<file path="config.mk">
export PLATFORM = sky130hd
export DESIGN_NAME = exe_stage
export DESIGN_NICKNAME = d
export VERILOG_FILES = /design/src/rtl/exe_stage_pkg.sv /design/src/rtl/exe_alu.sv /design/src/rtl/exe_stage.sv
export SDC_FILE = /design/constraint.sdc
export NUM_CORES = 1
export LEC_CHECK = 0
export ABC_AREA = 1
export BUFFER_PORTS_ARGS = -buffer_cell sky130_fd_sc_hd__buf_2
export CAP_MARGIN = 30
export CORE_MARGIN = 5
export CORE_UTILIZATION = 59
export CTS_CLUSTER_DIAMETER = 100
export CTS_CLUSTER_SIZE = 30
export DETAILED_ROUTE_END_ITERATION = 7
export PLACE_DENSITY_LB_ADDON = 0.05
export SYNTH_ARGS = -nofsm -noshare
export SYNTH_HDL_FRONTEND = slang
export SYNTH_SLANG_ARGS = --single-unit
</file>
<file path="constraint.sdc">
create_clock -name clk -period 5.3 [get_ports clk]
set_input_delay 0.795 -clock clk [delete_from_list [all_inputs] [get_ports clk]]
set_output_delay 0.795 -clock clk [all_outputs]
set_load 0.005 [all_outputs]
</file>
<file path="src/rtl/exe_stage_pkg.sv">
// Shared encodings for the execute stage: ALU command codes, branch types,
// memory-control bit positions and datapath width.
package exe_stage_pkg;

   localparam int DATA_W     = 32;
   localparam int REG_W      = 5;
   localparam int MEM_RD_BIT = 1;
   localparam int MEM_WR_BIT = 0;

   typedef enum logic [3:0] {
      CMD_ADD = 4'b0000,
      CMD_SUB = 4'b0010,
      CMD_AND = 4'b0100,
      CMD_OR  = 4'b0101,
      CMD_NOR = 4'b0110,
      CMD_XOR = 4'b0111,
      CMD_SLL = 4'b1000,
      CMD_SRA = 4'b1001,
      CMD_SRL = 4'b1010
   } exe_cmd_e;

   typedef enum logic [1:0] {
      BR_NONE = 2'b00,
      BR_BEZ  = 2'b01,
      BR_BNE  = 2'b10,
      BR_JMP  = 2'b11
   } br_type_e;

endpackage

</file>
<file path="src/rtl/exe_alu.sv">
// Combinational ALU for the execute stage; unlisted command codes produce 0.
module exe_alu
   import exe_stage_pkg::*;
(
   input  logic [DATA_W-1:0] val1_i,
   input  logic [DATA_W-1:0] val2_i,
   input  logic [3:0]        exe_cmd_i,
   output logic [DATA_W-1:0] result_o
);

   logic [4:0] shamt;

   assign shamt = val2_i[4:0];

   always_comb begin
      result_o = '0;
      case (exe_cmd_i)
         CMD_ADD: result_o = val1_i + val2_i;
         CMD_SUB: result_o = val1_i - val2_i;
         CMD_AND: result_o = val1_i & val2_i;
         CMD_OR:  result_o = val1_i | val2_i;
         CMD_NOR: result_o = ~(val1_i | val2_i);
         CMD_XOR: result_o = val1_i ^ val2_i;
         CMD_SLL: result_o = val1_i << shamt;
         CMD_SRA: result_o = $unsigned($signed(val1_i) >>> shamt);
         CMD_SRL: result_o = val1_i >> shamt;
         default: result_o = '0;
      endcase
   end

endmodule

</file>
<file path="src/rtl/exe_stage.sv">
// Execute stage: ALU, branch resolution with IF redirect / younger-instruction
// squash, and the EXE/MEM pipeline register.
module exe_stage
   import exe_stage_pkg::*;
(
   input  logic              clk,
   input  logic              rst,
   input  logic [DATA_W-1:0] val1,
   input  logic [DATA_W-1:0] val2,
   input  logic [DATA_W-1:0] reg2,
   input  logic [DATA_W-1:0] PCIn,
   input  logic [3:0]        EXE_CMD,
   input  logic [1:0]        MEM_SignalIn,
   input  logic [1:0]        Branch_Type,
   input  logic              WB_ENin,
   input  logic [REG_W-1:0]  destIn,
   input  logic              flushIn,
   input  logic              freeze,
   output logic              Br_taken,
   output logic [DATA_W-1:0] Br_addr,
   output logic              flushOut,
   output logic [DATA_W-1:0] ALU_resOut,
   output logic [DATA_W-1:0] ST_valOut,
   output logic [REG_W-1:0]  destOut,
   output logic [1:0]        MEM_SignalOut,
   output logic              WB_ENout
);

   logic [DATA_W-1:0] alu_res;
   logic              br_cond;

   logic [DATA_W-1:0] alu_res_d, alu_res_q;
   logic [DATA_W-1:0] st_val_d,  st_val_q;
   logic [REG_W-1:0]  dest_d,    dest_q;
   logic [1:0]        mem_sig_d, mem_sig_q;
   logic              wb_en_d,   wb_en_q;

   exe_alu u_alu (
      .val1_i    (val1),
      .val2_i    (val2),
      .exe_cmd_i (EXE_CMD),
      .result_o  (alu_res)
   );

   always_comb begin
      br_cond = 1'b0;
      case (Branch_Type)
         BR_BEZ:  br_cond = (val1 == '0);
         BR_BNE:  br_cond = (val1 != reg2);
         BR_JMP:  br_cond = 1'b1;
         default: br_cond = 1'b0;
      endcase
   end

   // Target is word-offset relative to PC+4 and is driven even when not taken.
   assign Br_addr  = PCIn + {val2[DATA_W-3:0], 2'b00};
   // A squashed or frozen branch must not redirect; a frozen one re-resolves later.
   assign Br_taken = br_cond & ~flushIn & ~freeze & ~rst;
   assign flushOut = Br_taken;

   // Bubbles only need their side-effect enables cleared.
   always_comb begin
      alu_res_d             = alu_res;
      st_val_d              = reg2;
      dest_d                = destIn;
      wb_en_d               = WB_ENin & ~flushIn;
      mem_sig_d             = 2'b00;
      mem_sig_d[MEM_RD_BIT] = MEM_SignalIn[MEM_RD_BIT] & ~flushIn;
      mem_sig_d[MEM_WR_BIT] = MEM_SignalIn[MEM_WR_BIT] & ~flushIn;
   end

   always_ff @(posedge clk or posedge rst) begin
      if (rst) begin
         alu_res_q <= '0;
         st_val_q  <= '0;
         dest_q    <= '0;
         mem_sig_q <= 2'b00;
         wb_en_q   <= 1'b0;
      end else if (!freeze) begin
         alu_res_q <= alu_res_d;
         st_val_q  <= st_val_d;
         dest_q    <= dest_d;
         mem_sig_q <= mem_sig_d;
         wb_en_q   <= wb_en_d;
      end
   end

   assign ALU_resOut    = alu_res_q;
   assign ST_valOut     = st_val_q;
   assign destOut       = dest_q;
   assign MEM_SignalOut = mem_sig_q;
   assign WB_ENout      = wb_en_q;

endmodule

</file>
==> results of run 1 <==
==> path summary, 6_finish.rpt <==
| kind | from | end | slack (ns) | depth (start not counted) |
|---|---|---|---|---|
| hold / removal | rst | ST_valOut[23]$_DFFE_PP0N_ | 0.37 | 2 |
| max in group asynchronous | rst | ALU_resOut[16]$_DFFE_PP0N_ | 3.79 | 3 |
| setup / recovery | val2[1] | Br_addr[25] | 1.29 | 11 |
| setup reg to reg | ALU_resOut[8]$_DFFE_PP0N_ | ALU_resOut[8]$_DFFE_PP0N_ | 4.56 | 2 |
| min in group clk | ALU_resOut[1]$_DFFE_PP0N_ | ALU_resOut[1]$_DFFE_PP0N_ | 0.48 | 2 |
| hold reg to reg | ALU_resOut[1]$_DFFE_PP0N_ | ALU_resOut[1]$_DFFE_PP0N_ | 0.48 | 2 |
==> registers in the layout, indices dropped and copies added, names as in the netlist <==
name	flops
destOut	5
ALU_resOut	32
WB_ENout	1
MEM_SignalOut	2
ST_valOut	32
==> Yosys cell counts (all sizes together), types with 3 or more instances <==
| master | n | area, um^2 |
|---|---|---|
| xnor2 | 15 | 131.4 |
| nand2 | 945 | 3667 |
| o21bai | 8 | 60.06 |
| xor2 | 47 | 411.6 |
| nor3 | 27 | 145.1 |
| a21boi | 3 | 22.52 |
| a31oi | 6 | 37.54 |
| o211ai | 9 | 67.56 |
| a211oi | 4 | 30.03 |
| o21a | 3 | 22.52 |
| a21oi | 95 | 483.0 |
| a221oi | 4 | 35.03 |
| a21o | 6 | 45.04 |
| a22o | 5 | 43.79 |
| and2 | 5 | 36.29 |
| or2 | 10 | 62.56 |
| clkbuf | 15 | 56.30 |
| nor4 | 9 | 56.30 |
| o21ai | 107 | 550.5 |
| buf | 75 | 513.0 |
| nand4 | 50 | 312.8 |
| dfrtp | 72 | 1802 |
| inv | 280 | 1061 |
| o2111ai | 6 | 52.55 |
| nand3 | 348 | 1782 |
| nor2 | 165 | 714.4 |
| ha | 126 | 1577 |
| nand3b | 13 | 97.59 |
==> routing by layer <==
| metal | wire length [um] | vias up | GRT usage, % |
|---|---|---|---|
| met4 | 6795 | 6 | 38.28 |
| met5 | 34 | - | 0 |
| met3 | 8510 | 420 | 11.89 |
| met1 | 22260 | 8041 | 56.04 |
| li1 | - | 8397 | - |
| met2 | 26040 | 1361 | 68.38 |
==> cell families after synthesis <==
kind of cell | Yosys count | share of synthesized area [%]
adder cells (fa/ha/maj) | 128 | 11.57
AO/OA/AOI/OAI | 261 | 10.69
XOR/XNOR | 62 | 3.887
AND/OR/NAND/NOR | 1573 | 49.25
flip-flops | 72 | 12.90
buffers and inverters | 371 | 11.70
==> through the flow <==
| stage | utilization (%) | total power, mW |
|---|---|---|
| after CTS | 66.08 | 2.693 |
| after global routing | 66.11 | 2.906 |
| after detailed placement | 64.84 | 2.058 |
| final | 66.12 | 2.762 |
| after floorplan | - | 1.541 |
| after global placement | 64.84 | 2.037 |
==> worst register-to-register path, stage by stage, from the launching register on <==
cell     delay (ns)
dfrtp_1        0.46
nand2_1        0.11
nand2_1        0.07
==> power by group <==
part	internal [mW]	switching, mW	total (mW)
Sequential	0.609	0.0338	0.643
Combinational	0.478	0.992	1.47
Clock	0.347	0.302	0.650
==> layout make-up <==
type	count	area, um^2
Antenna cell	2	5.005
Clock buffer	11	252.7
Clock inverter	5	38.79
Fill cell	2394	7928
Inverter	281	1065
Multi-Input combinational cell	2024	10540
Sequential cell	72	1802
Tap cell	319	399.1
Timing Repair Buffer	266	1376
==> impl_metrics.csv, run 1 <==
group,metric,value,unit
run_status,status,"finished, final reports clean",
synth,yosys_warnings,0,
sta,setup_viol,0,
cells_and_area,area_growth,10.77,%
route,drt_wl_total,63650,um
global_routing,grt.overflow.total,0,
cts,clk_pin_slew,0.09,ns
synth,synth_edf_count,0,
synth,ys.flop_type,"dfrtp_1",
synth,yosysUniqueCellTypes,54,
sta,worstMarginPinSlew,1.065,ns
global_routing,grt_max_degree,63,
die,die_height,163.9,um
placed_design,placed_cell_area,15170,um^2
synth,async_reset_ff_share,100.0,%
setup_path,critical_path_buf_inv_count,3,
sta,worst_slack,1.295,ns
cts,htree_levels,3,
setup_path,path_max_fanout,62,
cells_and_area,final_nets,2928,
job,maxCapViolations,0,
sta,fin_hold_ws,0.3709,ns
sta,maxSlewViolCount,0,
cells_and_area,layout.cells.non_filler,2980,
sta,timing.fmax,249.7,MHz
placed_design,dpl_worst_slack,1.162,ns
placed_design,placed_cells,2961,
sta,setup_tns,0,ns
synth,synth_area,13970,um^2
route,wire_per_inst,21.36,um
cts,clock_sinks,72,
cts,cts_buffer_depth,2,
cts,cts_resized,0,
route,drt_pass1_iterations,6,
synth,postSynthAreaPerCell,5.663,um^2
route,via_per_inst,6.116,
cts,numCtsBuffers,9,
sta,hold_viol_final,0,
die,die_w,163.9,um
setup_path,crit_top_cell,"nand2_1",
placed_design,dp_hpwl,50660,um
setup_path,cp-start-kind,"primary input",
power,p_leak,8.877,nW
placed_design,gp_congestion,1.191,
sta,rsz0062_at_grt,"no",
sta,fin_crit,4.005,ns
global_routing,grt_usage,46.18,%
cells_and_area,layout_common_cells,"905 x nand2_1, 340 x nand3_1, 271 x inv_1",
min_path,holdCritPathClass,"primary input to async pin",
global_routing,grt_pass1_wl,95580,um
sta,fin_crit_sh,75.57,%
setup_path,critPathRequiredTime,4.51,ns
route,drt_first_iter_violations,2686,
cells_and_area,final_common_cell,"nand2_1",
route,ant_nets,0,
synth,ys_ff_latch,72,
die,start_util,59.69,%
die,core-area,23400,um^2
die,rows,56,
setup_path,cp_slowest_cell,"buf_4",
setup_path,path_cells,"buf_2 > buf_4 > ha_1 > nand2_1 > o21ai_0 > nand4_1 > nand3b_1 > nand2_1 > nand2_1 > xor2_1 > buf_2",
cts,holdBufCountCts,0,
cts,cts_setup_buffers,0,
sta,relSlewSlack,28.99,%
cts,cts_tree,"yes",
setup_path,cp-end-kind,"primary output",
cells_and_area,final_area,15470,um^2
power,cellPowerDensity,178.5,nW/um^2
sta,clock_skew,0,ns
global_routing,antenna_found_initial,4,
route,drc,0,
power,ir_drop,0.1541,mV
route,vias,18230,
placed_design,port_buffers,247,
die,fp.dieArea,26860,um^2
global_routing,grt_pass1_vias,16930,
setup_path,worst_path_largest_cell_delay,0.60,ns
synth,synth-seq-area-share,12.90,%
setup_path,crit_type,"primary input to primary output",
die,num_io_pins,252,
cts,worstSkewPairLatency,0.34,ns
cells_and_area,drive_gt1_share,14.18,%
synth,synthCells,2467,
setup_path,crit_family,"buffers and inverters",
setup_path,arrival,3.21,ns
cts,root_buffer,"clkbuf_16",
synth,syn_nets,2741,
No activity file was read; power rests on OpenSTA's default activity.
==> inputs of run 2 (changes only) <==
--- a/config.mk
+++ b/config.mk
@@ -9,7 +9,7 @@
 export BUFFER_PORTS_ARGS = -buffer_cell sky130_fd_sc_hd__buf_2
 export CAP_MARGIN = 30
 export CORE_MARGIN = 5
-export CORE_UTILIZATION = 59
+export CORE_UTILIZATION = 53
 export CTS_CLUSTER_DIAMETER = 100
 export CTS_CLUSTER_SIZE = 30
 export DETAILED_ROUTE_END_ITERATION = 7
==> constraint.sdc (replaced) <==
create_clock -name clk -period 3.37 [get_ports clk]
set_input_delay 0.5055 -clock clk [delete_from_list [all_inputs] [get_ports clk]]
set_output_delay 0.5055 -clock clk [all_outputs]
set_load 0.005 [all_outputs]
==> run 2 against run 1 <==
The run now ends with DRC left. Flip-flop and latch count stayed put. Routed wire length increased by 6.8%. Setup slack got worse by 1.2 ns. Combinational power up 69%. Total power rose by 62%. Via count grew 1.9%. Largest cell class unchanged. First-iteration DRC count is 13% lower. Final area is 4.8% higher. Largest power group unchanged.
==> impl_metrics.csv, run 2 (synthesis results as in run 1) <==
group,metric,value,unit
cells_and_area,multi_input_area,10540,um^2
route,drt_wl_total,67980,um
setup_path,path_max_fanout,25,
cts,numCtsBuffers,9,
sta,relSlewSlack,43.42,%
route,wire_per_inst,21.99,um
sta,clock_skew,0,ns
setup_path,crit_family,"buffers and inverters",
cts,clk_pin_slew,0.07,ns
setup_path,arrival,2.75,ns
die,start_util,53.76,%
sta,hold_viol_final,0,
die,num_io_pins,252,
setup_path,critical_path_buf_inv_count,4,
die,die_height,172.4,um
global_routing,antenna_found_initial,3,
route,ant_nets,0,
sta,fin_crit,3.257,ns
sta,fin_hold_ws,0.2495,ns
cts,worstSkewPairLatency,0.35,ns
route,drc,5,
global_routing,grt_pass1_wl,100800,um
job,maxCapViolations,0,
placed_design,gp_congestion,1.123,
placed_design,placed_cells,3075,
setup_path,r2r_cells,2,
sta,timing.fmax,307.1,MHz
die,core-area,25980,um^2
setup_path,rrSetupSlack,2.63,ns
power,p_leak,9.338,nW
global_routing,grt_use_met2,69.84,%
power,cellPowerDensity,276.5,nW/um^2
die,fp.dieArea,29700,um^2
route,drt_pass1_iterations,8,
setup_path,cp-end-kind,"primary output",
cts,cts_buffer_depth,2,
cells_and_area,layout.cells.non_filler,3092,
global_routing,grt-busiest-layer,"met2",
placed_design,placed_cell_area,15940,um^2
setup_path,timing.rr.start,"ST_valOut[20]$_DFFE_PP0N_",
setup_path,path_cells,"buf_2 > buf_4 > buf_4 > ha_1 > a21oi_1 > o21ai_1 > nor2_1 > o21ai_2 > nand2_1 > nand2_1 > nand2_1 > nand2_1 > xor2_1 > buf_2",
setup_path,crit_type,"primary input to primary output",
run_status,status,"finished, violations left",
placed_design,dp_hpwl,54740,um
cells_and_area,final_common_cell,"nand2_1",
cells_and_area,seq_area,1802,um^2
cts,cts_tree,"yes",
die,die_w,172.4,um
global_routing,grt_pass1_vias,17670,
setup_path,cp-start-kind,"primary input",
route,vias,18560,
sta,setup_viol,0,
cts,holdBufCountCts,0,
run_status,violations,"DRC",
cells_and_area,drive_gt1_share,17.24,%
global_routing,grt.overflow.total,0,
setup_path,critPathRequiredTime,2.86,ns
setup_path,r2r-end,"ST_valOut[20]$_DFFE_PP0N_",
sta,worstMarginPinSlew,0.8478,ns
sta,maxSlewViolCount,0,
global_routing,grt_max_degree,82,
cells_and_area,layout_common_cells,"905 x nand2_1, 340 x nand3_1, 271 x inv_1",
route,via_per_inst,6.004,
sta,fin_crit_sh,96.63,%
cts,clock_sinks,72,
sta,rsz0062_at_grt,"no",
placed_design,port_buffers,247,
route,drt_first_iter_violations,2345,
die,rows,59,
global_routing,met3_usage,14.43,%
global_routing,met1_usage,50.66,%
cts,htree_levels,3,
cells_and_area,final_area,16220,um^2
power,ir_drop,0.2251,mV
cells_and_area,final_nets,3025,
cells_and_area,n_fill_cell,2653,
cts,root_buffer,"clkbuf_16",
min_path,holdCritPathClass,"primary input to async pin",
global_routing,grt_usage,44.56,%
setup_path,worst_path_largest_cell_delay,0.33,ns
setup_path,crit_top_cell,"nand2_1",
cells_and_area,area_growth,16.13,%
setup_path,cp_slowest_cell,"nor2_1",
[run 2: changes by cell type in the layout (fill, tap and decap cells not counted), sizes merged]
cell	delta
buf	+97
clkbuf	-1
clkinv	+2
diode	-1
inv	-1
[run 2: power by group]
group / internal, mW / switching (mW)
clock: 0.504 / 0.481
sequential: 0.957 / 0.0532
combinational: 0.866 / 1.62
[run 2: worst max path at each step]
stage,from,end,slack [ns],depth (start not counted)
CTS,val2[0],Br_addr[30],0.17,15
detailed placement,val2[1],ALU_resOut[17]$_DFFE_PP0N_,-0.09,22
floorplan,val2[1],ALU_resOut[31]$_DFFE_PP0N_,0.11,27
finish,val2[1],Br_addr[17],0.11,14
global placement,val2[1],ALU_resOut[17]$_DFFE_PP0N_,-0.05,22
global route,val2[1],ALU_resOut[17]$_DFFE_PP0N_,0.02,22
[run 2: cell type report]
| class | instances | share of cell area [%] |
|---|---|---|
| Multi-Input combinational cell | 2024 | 64.98 |
| Timing Repair Buffer | 363 | 13.06 |
| Sequential cell | 72 | 11.11 |
| Inverter | 281 | 6.571 |
| Tap cell | 335 | 2.584 |
| Clock buffer | 10 | 1.411 |
| Clock inverter | 6 | 0.2699 |
| Antenna cell | 1 | 0.01542 |
[run 2: layer usage]
metal / wire, um / share of wire, %
met4: 6465 / 9.5
met2: 28950 / 43
met3: 8577 / 13
met5: 28 / 0.041
met1: 23960 / 35
[run 2: per-stage QoR]
stage | utilization [%] | worst slack, ns | power (mW) | setup TNS, ns
after floorplan | - | 0.1106 | 2.423 | 0
after global placement | 61.35 | -0.04766 | 3.391 | -0.08884
after detailed placement | 61.35 | -0.09317 | 3.422 | -0.1908
after CTS | 62.40 | 0.1698 | 4.402 | 0
after global routing | 62.42 | 0.01909 | 4.725 | 0
final | 62.43 | 0.1135 | 4.486 | 0
[run 2: repair_timing]
item / CTS / global route
endpoints found under the setup margin: 0 / 5
setup buffers: 0 / 0
resized for setup: 0 / 4
